`config.mk`:
```
export PLATFORM = sky130hd
export DESIGN_NAME = memory_ext_pipe
export DESIGN_NICKNAME = d
export VERILOG_FILES = /design/src/rtl/memory_ext_pipe.sv
export SDC_FILE = /design/constraint.sdc
export NUM_CORES = 1
export LEC_CHECK = 0
export CELL_PAD_IN_SITES_DETAIL_PLACEMENT = 1
export CELL_PAD_IN_SITES_GLOBAL_PLACEMENT = 1
export CORE_AREA = 5 5 125 127
export CTS_BUF_LIST = sky130_fd_sc_hd__clkbuf_8
export DETAILED_ROUTE_END_ITERATION = 7
export DIE_AREA = 0 0 130 132
export GPL_TIMING_DRIVEN = 0
export HOLD_SLACK_MARGIN = 0.08
export PLACE_DENSITY = 0.73
export SYNTH_ARGS = -nofsm -noshare
export SYNTH_HDL_FRONTEND = slang
export SYNTH_SLANG_ARGS = --single-unit
```
`constraint.sdc`:
```
create_clock -name clk -period 2.8 [get_ports clk]
set_input_delay 0.42 -clock clk [delete_from_list [all_inputs] [get_ports clk]]
set_output_delay 0.42 -clock clk [all_outputs]
set_load 0.05 [all_outputs]
```
`src/rtl/memory_ext_pipe.sv`:
```
// memory_ext_pipe: single-port data memory on the DM bus with a programmable
// read latency, an explicit read-valid strobe and a post-reset clear sequencer.
//
// Optional build macro DM_WR_FWD_EN: when defined, a write that hits the
// address of a read still in flight replaces that read's data, so the value
// returned always matches the array contents when dm_rd_vld rises.
//
// Request semantics (single place): a request is present when ps_dm_cslt = 1
// at a rising edge; ps_dm_wrb selects write (1) or read (0). There is no
// ready/stall: while dm_busy = 1 every request is dropped silently, otherwise
// it is accepted on that edge. Each accepted read produces exactly one
// dm_rd_vld pulse RD_LAT edges later (counting the accepting edge), in order.
// RD_LAT must lie in 1..8.
module memory_ext_pipe #(
  parameter int DMA_SIZE = 3,
  parameter int DMD_SIZE = 16,
  parameter int RD_LAT   = 2
) (
  input  logic                clk,
  input  logic                reset,
  input  logic                ps_dm_cslt,
  input  logic                ps_dm_wrb,
  input  logic [DMA_SIZE-1:0] dg_dm_add,
  input  logic [DMD_SIZE-1:0] bc_dt,
  output logic [DMD_SIZE-1:0] dm_bc_dt,
  output logic                dm_rd_vld,
  output logic                dm_busy
);

  localparam int DEPTH = 1 << DMA_SIZE;
  localparam int CW    = DMA_SIZE + 1;

  // CLEAR doubles as the busy indication, so dm_busy exposes the FSM state.
  typedef enum logic {
    ST_CLEAR = 1'b0,
    ST_RUN   = 1'b1
  } state_t;

  state_t              state_q, state_d;
  logic [CW-1:0]       clr_cnt_q, clr_cnt_d;
  logic                clr_last;
  logic                wr_acc, rd_acc;

  logic                mem_we;
  logic [DMA_SIZE-1:0] mem_waddr;
  logic [DMD_SIZE-1:0] mem_wdata;
  logic [DMD_SIZE-1:0] mem_q [DEPTH];

  logic [RD_LAT-1:0]   vld_q, vld_d;
  logic [DMD_SIZE-1:0] dat_q [RD_LAT];
  logic [DMD_SIZE-1:0] dat_d [RD_LAT];
`ifdef DM_WR_FWD_EN
  logic [DMA_SIZE-1:0] adr_q [RD_LAT];
  logic [DMA_SIZE-1:0] adr_d [RD_LAT];
`endif

  assign clr_last = (clr_cnt_q == CW'(DEPTH - 1));

  // FSM state register
  always_ff @(posedge clk or posedge reset) begin
    if (reset) state_q <= ST_CLEAR;
    else       state_q <= state_d;
  end

  // FSM next state: CLEAR runs once through the array, RUN holds until reset
  always_comb begin
    state_d = state_q;
    case (state_q)
      ST_CLEAR: if (clr_last) state_d = ST_RUN;
      ST_RUN:   state_d = ST_RUN;
      default:  state_d = ST_CLEAR;
    endcase
  end

  // FSM outputs: busy flag, request qualification, array write port select
  always_comb begin
    dm_busy   = (state_q == ST_CLEAR);
    wr_acc    = ps_dm_cslt &  ps_dm_wrb & ~dm_busy;
    rd_acc    = ps_dm_cslt & ~ps_dm_wrb & ~dm_busy;
    clr_cnt_d = clr_cnt_q;
    mem_we    = 1'b0;
    mem_waddr = dg_dm_add;
    mem_wdata = bc_dt;
    if (dm_busy) begin
      clr_cnt_d = clr_cnt_q + CW'(1);
      mem_we    = 1'b1;
      mem_waddr = clr_cnt_q[DMA_SIZE-1:0];
      mem_wdata = '0;
    end else if (wr_acc) begin
      mem_we    = 1'b1;
    end
  end

  // Clear counter; restarts from zero on every reset
  always_ff @(posedge clk or posedge reset) begin
    if (reset) clr_cnt_q <= '0;
    else       clr_cnt_q <= clr_cnt_d;
  end

  // Storage array: not reset, zeroed by the clear sequence instead
  always_ff @(posedge clk) begin
    if (mem_we) mem_q[mem_waddr] <= mem_wdata;
  end

  // Read pipeline next state: stage 0 samples the array, later stages shift
  always_comb begin
    vld_d[0] = rd_acc;
    dat_d[0] = mem_q[dg_dm_add];
`ifdef DM_WR_FWD_EN
    adr_d[0] = dg_dm_add;
`endif
    for (int i = 1; i < RD_LAT; i++) begin
      vld_d[i] = vld_q[i-1];
      dat_d[i] = dat_q[i-1];
`ifdef DM_WR_FWD_EN
      adr_d[i] = adr_q[i-1];
      // A read cannot share an edge with a write, so patching the data as it
      // moves into the next stage covers every in-flight read of the address.
      if (wr_acc && vld_q[i-1] && (adr_q[i-1] == dg_dm_add)) dat_d[i] = bc_dt;
`endif
    end
  end

  // Read pipeline registers; reset kills all in-flight reads
  always_ff @(posedge clk or posedge reset) begin
    if (reset) begin
      vld_q <= '0;
      for (int i = 0; i < RD_LAT; i++) begin
        dat_q[i] <= '0;
`ifdef DM_WR_FWD_EN
        adr_q[i] <= '0;
`endif
      end
    end else begin
      vld_q <= vld_d;
      dat_q <= dat_d;
`ifdef DM_WR_FWD_EN
      adr_q <= adr_d;
`endif
    end
  end

  assign dm_rd_vld = vld_q[RD_LAT-1];
  assign dm_bc_dt  = dm_rd_vld ? dat_q[RD_LAT-1] : '0;

endmodule

```
Yosys cells after proc, flatten, opt, wreduce, memory -nomap -nowiden

Memory sizes are Yosys's and may differ from the RTL's. A register that Yosys moved wholly into a read port is not among the register bits.
Cells that the tools add are included.

Bits in registers: 23
RAM bits: 128
Input port bits: 23
Output and inout port bits: 18
Word-level logic and storage cells: 22
Memories: 1

Add/subtract/negate cells: 1
Eq/ne operators: 1
Multiplexer cells: 9
Bitwise operators: 6

Memories:

| memory | words | bits a word | rd ports | clocked after Yosys merged registers in | write ports | line | source |
|---|---|---|---|---|---|---|---|
| mem_q  | 8     | 16          | 1        | 1                                       | 1           | 47   | `logic [DMD_SIZE-1:0] mem_q [DEPTH];` |

Operators with widths:

| kind                                          | number |
|---|---|
| 2-to-1 mux 16 bit                             | 2 |
| 2-to-1 mux 1 bit                              | 5 |
| adder 4 x 1 -> 4 bit, second input constant   | 1 |
| AND 1 bit                                     | 4 |
| == test 4 x 3 -> 1 bit, second input constant | 1 |
| 2-to-1 mux 3 bit                              | 1 |
| inverter 1 bit                                | 2 |
| one-hot mux 1 bit (2 select lines)            | 1 |

Logic depth before layout (Yosys ltp)

Gate-level depths: netlist of the first run.

Word-level depth: 6
Depth in mapped cells: 5
Mapped depth without buffers: 3

Worst setup path before layout of the first run

OpenSTA, ideal clock, no wires.

Kind: input -> register
Start point: input port dg_dm_add[2]
End point: memory mem_q[0][0], enable pin
Setup time: 417 ps
Arrival time: 2378 ps
Data required time: 2383 ps
Slack: 5 ps
Cell stages on the path: 3
Path buffers: 1
Path through: buf_2 > or3b_2 > a221oi_1

Cells in the longest elaborated chain, start to end: 1

RTL lines:

| element            | line | source |
|---|---|---|
| start: declaration | 23   | `input logic [DMA_SIZE-1:0] dg_dm_add,` |
| 2-to-1 mux 3 bit   | 84   | `if (dm_busy) begin` |
| end: declaration   | 47   |  |

Every way passes these cells.

Worst setup path in the final report of the first run

Start point: register state_q
End point: output port dm_busy

Cells in the longest elaborated chain, start to end: 1

RTL lines:

| element                  | line | source |
|---|---|---|
| start: declaration       | 39   | `state_t state_q, state_d;` |
| start signal: assignment | 62   | `else state_q <= state_d;` |
| inverter 1 bit           | n/a  |  |
| end: declaration         | 27   | `output logic dm_busy` |

Every way passes these cells.

==> reports/qor.yml, run 1 <==
outcome:
  result_of_the_run: "finished, final reports clean"
routing:
  postRouteAntennaNets: 0
  wl_per_cell_um: 22.75
  drt_first_pass_iters: 4
  totalWireLength_mm: 12.67
  drc: 0
  vias_per_cell: 5.375
  num_vias: 2994
  drt-initial-drc-count: 209
yosys:
  synthesis.area_per_instance_um2: 21.52
  postSynthCellCount: 295
  ys_async_sr_fraction_pct: 23.35
  post_synth_instance_area_um2: 6347
  yosys.area.top_type_share_pct: 60.56
  synth.yosys.warnings: 0
  post_synth_main_area_contributors: "edfxtp_1, dfrtp_1, mux4_1, and2_1, mux2_2"
  synth.top_cells.by_count: "edfxtp_1, dfrtp_1, and2_1"
  synth-seq-cells: 167
  netlist-cell-type-count: 26
  synthesis.nets: 319
  synth_edf_count: 128
  synth_most_common_cell: "edfxtp_1"
  yosysTopAreaCell: "edfxtp_1"
  yosys_most_used_dff: "edfxtp_1"
  seq_total_area_yosys_pct: 75.93
floorplanning:
  top_level_ports: 41
  die-height_um: 132
  core.rowCount: 44
  dieWidth_um: 130
  initial_standard_cell_utilization_of_the_core_pct: 44.34
  die_area_um2: 17160
  design.core.area_um2: 14310
clock_network:
  cts_made_buffers: 17
  worst_setup_hold_path_clk_slew_ns: 0.09
  hold_buffers: 0
  cts_sink_count: 167
  clockBufferDepth: 2
  h-tree-depth: 4
  clock_tree.root_cell: "clkbuf_8"
  cts_tree: "done"
  worstSkewPairLatency_ns: 0.45
hold_path:
  timing.hold.worst.class: "flip-flop to flip-flop"
worst_setup_path:
  crit_path_max_incr_delay_ns: 0.53
  critical_path.n_buffers_inverters: 4
  worst-path-max-fanout: 11
  worst_setup_path_endpoint: "dm_busy"
  crit_path_end_kind: "output port"
  r2r-end: "mem_q[7][10]$_DFFE_PP_"
  slowest_stage: "dlygate4sd2_1"
  crit_arrival_ns: 2.10
  crit-reg2reg-launch: "state_q$_DFF_PP0_"
  criticalPathCategory: "flip-flop to output port"
  setup.worst_path.start_class: "flip-flop"
  r2r_setup_slack_ns: 0.48
  worst_setup_path_startpoint: "state_q$_DFF_PP0_"
  crit_chain: "clkbuf_4 -> clkbuf_2 -> inv_1 -> dlygate4sd2_1"
  critical_path.top_delay_family: "buffers and inverters"
  worst_ep_required_time_ns: 2.38
  reg2reg_depth: 4
  critical_path_cell_count: 4
global_routing:
  vias_in_the_first_global_route: 3258
  overflow: 0
  antenna_found_initial: 0
  groute.usage.overall_pct: 15.96
  grt_pass1_wl_mm: 19.91
  grt_start_max_net_pins: 40
timing:
  post-route-worst-setup-slack_ns: 0.2807
  grt_setup_unrepaired: "false"
  worst_slew_margin_rel_pct: 40.36
  final_hold_viol_count: 0
  setup-violations-final: 0
  slew_violations: 0
  max_freq_mhz: 396.9
  ratio_of_final_minimum_period_to_clock_period_pct: 89.97
  clock_skew_ns: 0.01388
  timing_worst_slew_pin_value_ns: 0.8933
  timing.setup.tns_ns: 0
  timing.final.crit_period_ns: 2.519
power_and_ir_drop:
  comb_power_share_pct: 5.6
  power_mw: 5.085
  power_density_nw_per_um2: 660.7
  power_switching_share_pct: 19.56
  sequentialPowerShare_pct: 53.7
  switching_power_mw: 0.9948
  ir_drop_v: 0.0003253
  proportion_of_power_drawn_by_the_clock_network_pct: 40.6
  internal_power_mw: 4.090
  p_leak_nw: 2.835
placement:
  detailedPlace.worstSlack_ns: 0.03973
  port_buffers: 38
  hpwlAfterDp_mm: 8.131
  placed_cell_area_um2: 7218
  place.gp.congestion: 0.6918
  post-place-cells: 525
final_layout:
  final_cell_count_no_fill: 557
  flow.area_growth_from_synthesis_pct: 21.25
  final.fill_count: 1287
  finish.instance_area_um2: 7696
  nets: 383
  drive_above_1_share_pct: 20.97
run:
  timing.max_cap.violations: 0
-- worst min path at each step --
stage | from | end | slack (ns) | cells after the start
after floorplan | dat_d[0]$_DFF_PP0_ | dat_q[0]$_DFF_PP0_ | 0.33 | 0
after global placement | dat_d[1]$_DFF_PP0_ | dat_q[1]$_DFF_PP0_ | 0.33 | 0
after detailed placement | dat_d[1]$_DFF_PP0_ | dat_q[1]$_DFF_PP0_ | 0.34 | 0
after CTS | dat_d[4]$_DFF_PP0_ | dat_q[4]$_DFF_PP0_ | 0.35 | 0
after global routing | dat_d[8]$_DFF_PP0_ | dat_q[8]$_DFF_PP0_ | 0.35 | 0
final | dat_d[13]$_DFF_PP0_ | dat_q[13]$_DFF_PP0_ | 0.35 | 0
-- area by class of cell --
cell class | count | area, um^2 | area share [%]
Antenna cell | 1 | 2.502 | 0.03252
Buffer | 14 | 90.09 | 1.171
Clock buffer | 18 | 247.7 | 3.219
Clock inverter | 14 | 241.5 | 3.138
Inverter | 2 | 7.507 | 0.09755
Multi-Input combinational cell | 111 | 1520 | 19.75
Sequential cell | 167 | 4820 | 62.62
Tap cell | 184 | 230.2 | 2.991
Timing Repair Buffer | 46 | 536.8 | 6.974
-- logic make-up after synthesis --
kind of cell | Yosys count | share of synthesized area (%)
DFF | 167 | 75.93
and+or+nand+nor | 50 | 5.047
muxes | 49 | 15.85
buffers and inverters | 17 | 1.537
AOI/OAI and AO/OA | 8 | 1.025
xor gates and xnor gates | 3 | 0.4140
adders and majority gates | 1 | 0.1971
-- sequential cells by signal, summed over array words and instances, names as in the netlist --
register   cells
mem_q        128
dat_d         16
dat_q         16
clr_cnt_q      4
state_q        1
vld_q          2
-- placed cells by master (no fill, tap or decap), types with 3 or more instances in the layout --
master	count
buf_6	4
bufinv_16	7
buf_8	4
inv_1	5
nand3b_1	5
buf_16	4
a221oi_4	4
mux4_2	7
edfxtp_1	128
mux2_2	17
dfrtp_1	39
clkbuf_8	18
mux4_1	25
a22oi_2	4
clkbuf_1	4
clkdlybuf4s50_1	27
xnor2_1	3
dlygate4sd2_1	11
and2_1	32
-- power by group through the flow --
stage,clock network (mW),logic (mW),registers [mW]
detailed placement,0,0.296,2.79
floorplan,0,0.176,2.78
global route,2.21,0.308,2.74
finish,2.07,0.286,2.73
CTS,2.11,0.293,2.73
global placement,0,0.272,2.79
-- per-stage QoR --
step           hold slack [ns]  util, %
2_1_floorplan           0.3312        -
4_1_cts                 0.3544    53.76
5_1_grt                 0.3485    53.75
3_3_place_gp            0.3327    48.61
3_5_place_dp            0.3363    50.43
6_report                0.3521    53.77
-- worst reg2reg max path: cells and delay by family, from the launching register on --
kind / cells / cell delay, ns
AND/OR/NAND/NOR: 1 / 0.26
flip-flops: 1 / 0.50
AO/OA/AOI/OAI: 1 / 0.73
buffers and inverters: 2 / 0.53
-- routing by layer --
metal | GRT usage [%] | part of all wire, % | up-vias
li1 | - | - | 1317
met1 | 22.33 | 44 | 1607
met2 | 24.44 | 50 | 57
met3 | 3.971 | 3.8 | 13
met4 | 5.774 | 1.6 | 0
met5 | 0 | 0 | -
-- repair_timing --
action                                  in CTS  in global routing
gates resized for setup                     12                  1
setup buffers                                0                  0
endpoints found under the setup margin      11                  1
cloned                                       0                  0
(Power assumes the default switching activity.)
==> run 2: changes to the inputs <==
CORE_AREA = 5 5 148 108   (was 5 5 125 127)
DIE_AREA = 0 0 153 113   (was 0 0 130 132)
SLEW_MARGIN = 5   (was unset)
==> run 2 against run 1 <==
  * Sequential share of layout area grew 0.67 points
  * Clock skew grew 0.0023 ns
  * Register-to-register slack lost 0.22 ns
  * Setup slack lost 0.024 ns
  * Largest power group unchanged
  * Non-clock buffer count grew 1
==> reports/qor.yml, run 2 (synthesis gave the netlist of run 1 again) <==
routing:
  totalWireLength_mm: 13.08  # +3.2%
  postRouteAntennaNets: 0  # unchanged
  drt-initial-drc-count: 124  # -41%
  drt_first_pass_iters: 4  # unchanged
  num_vias: 2977  # -0.57%
  vias_per_cell: 5.241  # -2.5%
  drc: 0  # unchanged
  wl_per_cell_um: 23.03  # +1.2%
timing:
  setup-violations-final: 0  # unchanged
  timing.final.crit_period_ns: 2.543  # +0.02363 ns
  worst_slew_margin_rel_pct: 42.70  # +2.3 points
  max_freq_mhz: 393.2  # -0.93%
  timing_worst_slew_pin_value_ns: 0.8595  # -0.03384 ns
  grt_setup_unrepaired: "false"
  clock_skew_ns: 0.01614  # +0.002262 ns
  ratio_of_final_minimum_period_to_clock_period_pct: 90.82  # +0.84 points
  final_hold_viol_count: 0  # unchanged
  slew_violations: 0  # unchanged
floorplanning:
  core.rowCount: 37  # -16%
  initial_standard_cell_utilization_of_the_core_pct: 44.23  # -0.12 points
  top_level_ports: 41  # unchanged
  dieWidth_um: 153  # +18%
  die_area_um2: 17290  # +0.75%
  die-height_um: 113  # -14%
  design.core.area_um2: 14350  # +0.26%
final_layout:
  final_core_utilization_pct: 53.06  # -0.71 points
  layout_commonest_cell: "edfxtp_1"
  sequential_cell_area_um2: 4820  # unchanged
  drive_above_1_share_pct: 22.25  # +1.3 points
  antennaDiodeCount: 0  # -1
  registers.top_by_ff_count: "mem_q"
  final.fill_count: 1275  # -0.93%
  multi_input_logic_area_um2: 1520  # unchanged
  mostFrequentLayoutCells: "edfxtp_1, dfrtp_1, and2_1, clkdlybuf4s50_1, mux4_1"
  largest_reg_flops: 128  # unchanged
  nets: 384  # +0.26%
  flow.area_growth_from_synthesis_pct: 19.97
  final_cell_count_no_fill: 568  # +2.0%
global_routing:
  grt_start_max_net_pins: 26  # -35%
  grt_pass1_wl_mm: 20.32  # +2.1%
  antenna_found_initial: 0  # unchanged
  vias_in_the_first_global_route: 3373  # +3.5%
  groute.usage.overall_pct: 16.07  # +0.10 points
  overflow: 0  # unchanged
hold_path:
  timing.hold.worst.class: "input port to asynchronous set/reset pin"
clock_network:
  clockBufferDepth: 2  # unchanged
  h-tree-depth: 4  # unchanged
  cts_sink_count: 167  # unchanged
  cts.repair_timing.setup_buffer_count: 0  # unchanged
  cts_tree: "done"
  worst_setup_hold_path_clk_slew_ns: 0.09  # about the same
  worstSkewPairLatency_ns: 0.45  # about the same
  clock_tree.root_cell: "clkbuf_8"
  cts_made_buffers: 17  # unchanged
placement:
  post-place-cells: 537  # +2.3%
  place.gp.congestion: 0.6925  # +0.10%
  hpwlAfterDp_mm: 8.580  # +5.5%
  port_buffers: 38  # unchanged
power_and_ir_drop:
  p_leak_nw: 2.893  # +2.0%
  power_density_nw_per_um2: 614.2  # -7.0%
  ir_drop_v: 0.0003950  # +21%
worst_setup_path:
  crit_path_end_kind: "flip-flop"
  setup.worst_path.start_class: "flip-flop"
  criticalPathCategory: "flip-flop to flip-flop"
  worst_ep_required_time_ns: 2.95  # +0.57 ns
  crit_arrival_ns: 2.69  # +0.59 ns
  worst-path-max-fanout: 19  # +8
outcome:
  result_of_the_run: "finished, final reports clean"
run:
  timing.max_cap.violations: 0  # unchanged
==> run 2: cell types whose count changed in the layout (fill, tap and decap cells not counted), sizes merged <==
cell	delta
buf	+2
clkinvlp	+4
clkinv	+1
diode	-1
dlymetal6s2s	+11
dlygate4sd2	-11
bufinv	-6
==> run 2: worst max-delay path: stages (launching register included) <==
cell and delay [ns]:
dfrtp_1 0.34, clkbuf_1 0.30, buf_4 0.38, nand4_1 0.32, a22oi_2 0.66, buf_8 0.24
==> run 2: cell type report <==
class,instances,area share [%]
inverter,2,0.09859
tap,195,3.204
clock buffer,19,3.434
clock inverter,13,1.627
multi-input combinational,111,19.96
buffer,14,1.183
timing repair buffer,47,7.197
sequential,167,63.29
==> run 2: report_power, final <==
group | internal (mW) | switching (mW)
logic | 0.128 | 0.168
registers | 2.72 | 0.0126
clock network | 0.759 | 0.892
==> run 2: per-layer routing <==
metal | GRT usage [%] | vias to the layer above | wire, um
met5 | 0 | - | 0
met4 | 4.273 | 0 | 152
met3 | 4.128 | 12 | 381
met2 | 24.80 | 49 | 6076
met1 | 23.08 | 1588 | 6473
li1 | - | 1328 | -
==> run 2: metrics by stage <==
step                instance area (um^2)  hold WS, ns  total power, mW  worst slack [ns]    TNS, ns
global route                        7615       0.2768            4.854            0.1144          0
finish                              7615       0.2737            4.677            0.2571          0
detailed placement                  7202       0.3363            3.088         -0.007394  -0.007394
floorplan                           6347       0.3312            2.959          0.005408          0
global placement                    6972       0.3313            3.059            -1.700    -137.50
CTS                                 7587       0.2476            4.732           0.04621          0
==> run 2: final timing paths <==
kind / end / cells past startpoint / slack [ns] / start
max in group asynchronous: dat_d[15]$_DFF_PP0_ / 3 / 2.05 / reset
hold / removal: dat_d[5]$_DFF_PP0_ / 2 / 0.27 / reset
min in group clk: vld_q[1]$_DFF_PP0_ / 0 / 0.35 / vld_q[0]$_DFF_PP0_
setup / recovery: mem_q[5][14]$_DFFE_PP_ / 5 / 0.26 / state_q$_DFF_PP0_
hold reg to reg: vld_q[1]$_DFF_PP0_ / 0 / 0.35 / vld_q[0]$_DFF_PP0_
setup reg to reg: mem_q[5][14]$_DFFE_PP_ / 5 / 0.26 / state_q$_DFF_PP0_
==> run 2: what timing repair did <==
action | CTS | global route
hold buffers | 0 | 0
endpoints found under the setup margin | 11 | 11
hold endpoints to repair | 0 | 0
pin swaps | 0 | 0
resized for setup | 2 | 11
==> run 3: changes to the inputs <==
--- a/config.mk
+++ b/config.mk
@@ -15,3 +15,3 @@
 export HOLD_SLACK_MARGIN = 0.08
-export PLACE_DENSITY = 0.73
+export PLACE_DENSITY = 0.7
 export SLEW_MARGIN = 5
==> constraint.sdc (replaced) <==
create_clock -name clk -period 2.85 [get_ports clk]
set_input_delay 0.4275 -clock clk [delete_from_list [all_inputs] [get_ports clk]]
set_output_delay 0.4275 -clock clk [all_outputs]
set_load 0.02 [all_outputs]
==> run 3 against run 2 <==
  * Combinational power is 11% lower
  * Register-to-register slack better by 0.07 ns
  * Routed wire length down 1.6%
  * Final area barely moved
  * Highest routed layer unchanged
  * Die area unchanged
  * Setup slack worse by 0.049 ns
  * Utilization barely moved
  * Critical endpoint is now dm_bc_dt[11]
  * Sequential cell count is the same
  * Final cell count did not move
  * Non-clock buffer count up 1
  * Count of clock-buffer cells in the layout fell by 2
  * Largest cell class unchanged
==> reports/qor.yml, run 3 (synthesis gave the netlist of run 1 again) <==
outcome:
  result_of_the_run: "finished, final reports clean"
final_layout:
  sequential_cell_area_um2: 4820  # unchanged
  multi_input_logic_area_um2: 1520  # unchanged
  nets: 385  # +0.26%
  final_core_utilization_pct: 53.04  # about the same
  mostFrequentLayoutCells: "edfxtp_1, dfrtp_1, clkdlybuf4s50_1, and2_1, mux4_1"
  final.fill_count: 1285  # +0.78%
  registers.top_by_ff_count: "mem_q"
  drive_above_1_share_pct: 21.18  # -1.1 points
  flow.area_growth_from_synthesis_pct: 19.93  # about the same
  antennaDiodeCount: 0  # unchanged
  layout_commonest_cell: "edfxtp_1"
  largest_reg_flops: 128  # unchanged
clock_network:
  worst_setup_hold_path_clk_slew_ns: 0.08  # about the same
  h-tree-depth: 4  # unchanged
  clock_tree.root_cell: "clkbuf_8"
  cts_made_buffers: 17  # unchanged
  cts_sink_count: 167  # unchanged
  cts_tree: "done"
  worstSkewPairLatency_ns: 0.45  # about the same
  clockBufferDepth: 2  # unchanged
hold_path:
  timing.hold.worst.class: "input port to asynchronous set/reset pin"
timing:
  timing_worst_slew_pin_value_ns: 0.8054  # -0.05410 ns
  ratio_of_final_minimum_period_to_clock_period_pct: 92.70
  setup-violations-final: 0  # unchanged
  worst_slew_margin_rel_pct: 46.31  # +3.6 points
  fin_hold_ws_ns: 0.2350  # -0.03872 ns
  grt_setup_unrepaired: "false"
  timing.final.crit_period_ns: 2.642
  max_freq_mhz: 378.5
  final_hold_viol_count: 0  # unchanged
  clock_skew_ns: 0.01071  # -0.005431 ns
  slew_violations: 0  # unchanged
worst_setup_path:
  crit_path_max_incr_delay_ns: 0.60  # -0.06 ns
  r2r_setup_slack_ns: 0.33  # +0.07 ns
  criticalPathCategory: "flip-flop to output port"
  crit_chain: "clkbuf_1 -> and2_1 -> clkdlybuf4s50_1"
  crit_path_end_kind: "output port"
  setup.worst_path.start_class: "flip-flop"
  crit-reg2reg-launch: "state_q$_DFF_PP0_"
  worst-path-max-fanout: 10  # -9
  reg2reg_depth: 5  # unchanged
  r2r-end: "mem_q[5][5]$_DFFE_PP_"
  slowest_stage: "clkdlybuf4s50_1"
  crit_arrival_ns: 2.21  # -0.48 ns
  worst_ep_required_time_ns: 2.42  # -0.53 ns
global_routing:
  groute.usage.overall_pct: 15.79  # -0.28 points
  grt_start_max_net_pins: 31  # +19%
  antenna_found_initial: 1  # +1
  vias_in_the_first_global_route: 3223  # -4.4%
  overflow: 0  # unchanged
  grt_pass1_wl_mm: 19.94  # -1.9%
floorplanning:
  dieWidth_um: 153  # unchanged
  core.rowCount: 37  # unchanged
  die_area_um2: 17290  # unchanged
  die-height_um: 113  # unchanged
  design.core.area_um2: 14350  # unchanged
  initial_standard_cell_utilization_of_the_core_pct: 44.23  # unchanged
  top_level_ports: 41  # unchanged
power_and_ir_drop:
  power_mw: 4.649  # -0.62%
  p_leak_nw: 2.735  # -5.5%
  power_density_nw_per_um2: 610.7  # -0.58%
  ir_drop_v: 0.0003659  # -7.4%
placement:
  place.gp.congestion: 0.6579  # -5.0%
  port_buffers: 38  # unchanged
  hpwlAfterDp_mm: 8.376  # -2.4%
routing:
  num_vias: 3001  # +0.81%
  drt_first_pass_iters: 4  # unchanged
  drt-initial-drc-count: 195  # +57%
  postRouteAntennaNets: 0  # unchanged
  totalWireLength_mm: 12.87  # -1.6%
  drc: 0  # unchanged
  vias_per_cell: 5.283  # +0.81%
  wl_per_cell_um: 22.66  # -1.6%
run:
  timing.max_cap.violations: 0  # unchanged
## run 3: changes by cell type in the layout (fill, tap and decap cells not counted), sizes merged
| cell | previous run | this run |
|---|---|---|
| clkinvlp | 5 | 1 |
| clkbuf | 24 | 23 |
| clkinv | 3 | 6 |
| clkdlybuf4s50 | 27 | 38 |
| dlymetal6s2s | 11 | 0 |
| bufinv | 1 | 3 |
## run 3: worst max-delay path: cells and delay by family, from the launching register on
kind	cells	cell delay [ns]
buffers and inverters	2	1.06
flip-flops	1	0.50
AND/OR/NAND/NOR	1	0.21
## run 3: final cells by class
type	count	area share, %
flip-flops and latches	167	63.31
well taps	195	3.205
multi-input cells	111	19.97
clock inverters	14	2.071
repair buffers	48	7.101
clock buffers	17	3.074
inverters	2	0.09862
plain buffers	14	1.167
## run 3: report_power, final
part           total, mW  leakage [nW]  internal (mW)  switching [mW]
sequential          2.68          1.61           2.67          0.0126
combinational      0.264         0.920          0.127           0.137
clock               1.70         0.200          0.856           0.845
## run 3: timing repair
action / CTS / global route
gates resized for setup: 0 / 1
pin swaps: 0 / 1
setup endpoints to repair: 1 / 17
hold buffers: 0 / 0
setup buffers: 0 / 1
gates cloned: 0 / 0
## run 3: how the worst max path moves through the flow
stage / start / end / slack [ns] / depth (start not counted)
after floorplan: dg_dm_add[2] / mem_q[0][0]$_DFFE_PP_ / 0.05 / 3
after global placement: dg_dm_add[2] / mem_q[4][6]$_DFFE_PP_ / -1.75 / 4
after detailed placement: dg_dm_add[2] / mem_q[4][6]$_DFFE_PP_ / 0.10 / 5
after CTS: state_q$_DFF_PP0_ / mem_q[1][12]$_DFFE_PP_ / 0.07 / 5
after global routing: vld_q[1]$_DFF_PP0_ / dm_bc_dt[7] / 0.009 / 3
final: vld_q[1]$_DFF_PP0_ / dm_bc_dt[11] / 0.21 / 3
## run 3: layer usage
layer	GRT usage [%]	vias to the layer above	wire length, um
li1	-	1323	-
met1	23.26	1611	6473
met2	23.56	56	5890
met3	4.320	11	412
met4	4.095	0	95
met5	0	-	0
## run 3: metrics by stage
step | setup slack, ns | instances | TNS (ns) | cell area (um^2)
detailed placement | 0.1007 | 537 | 0 | 7214
floorplan | 0.04791 | 295 | 0 | 6347
global placement | -1.751 | 528 | -142.29 | 6972
CTS | 0.07229 | 567 | 0 | 7602
finish | 0.2081 | 568 | 0 | 7612
global route | 0.008707 | 568 | 0 | 7612
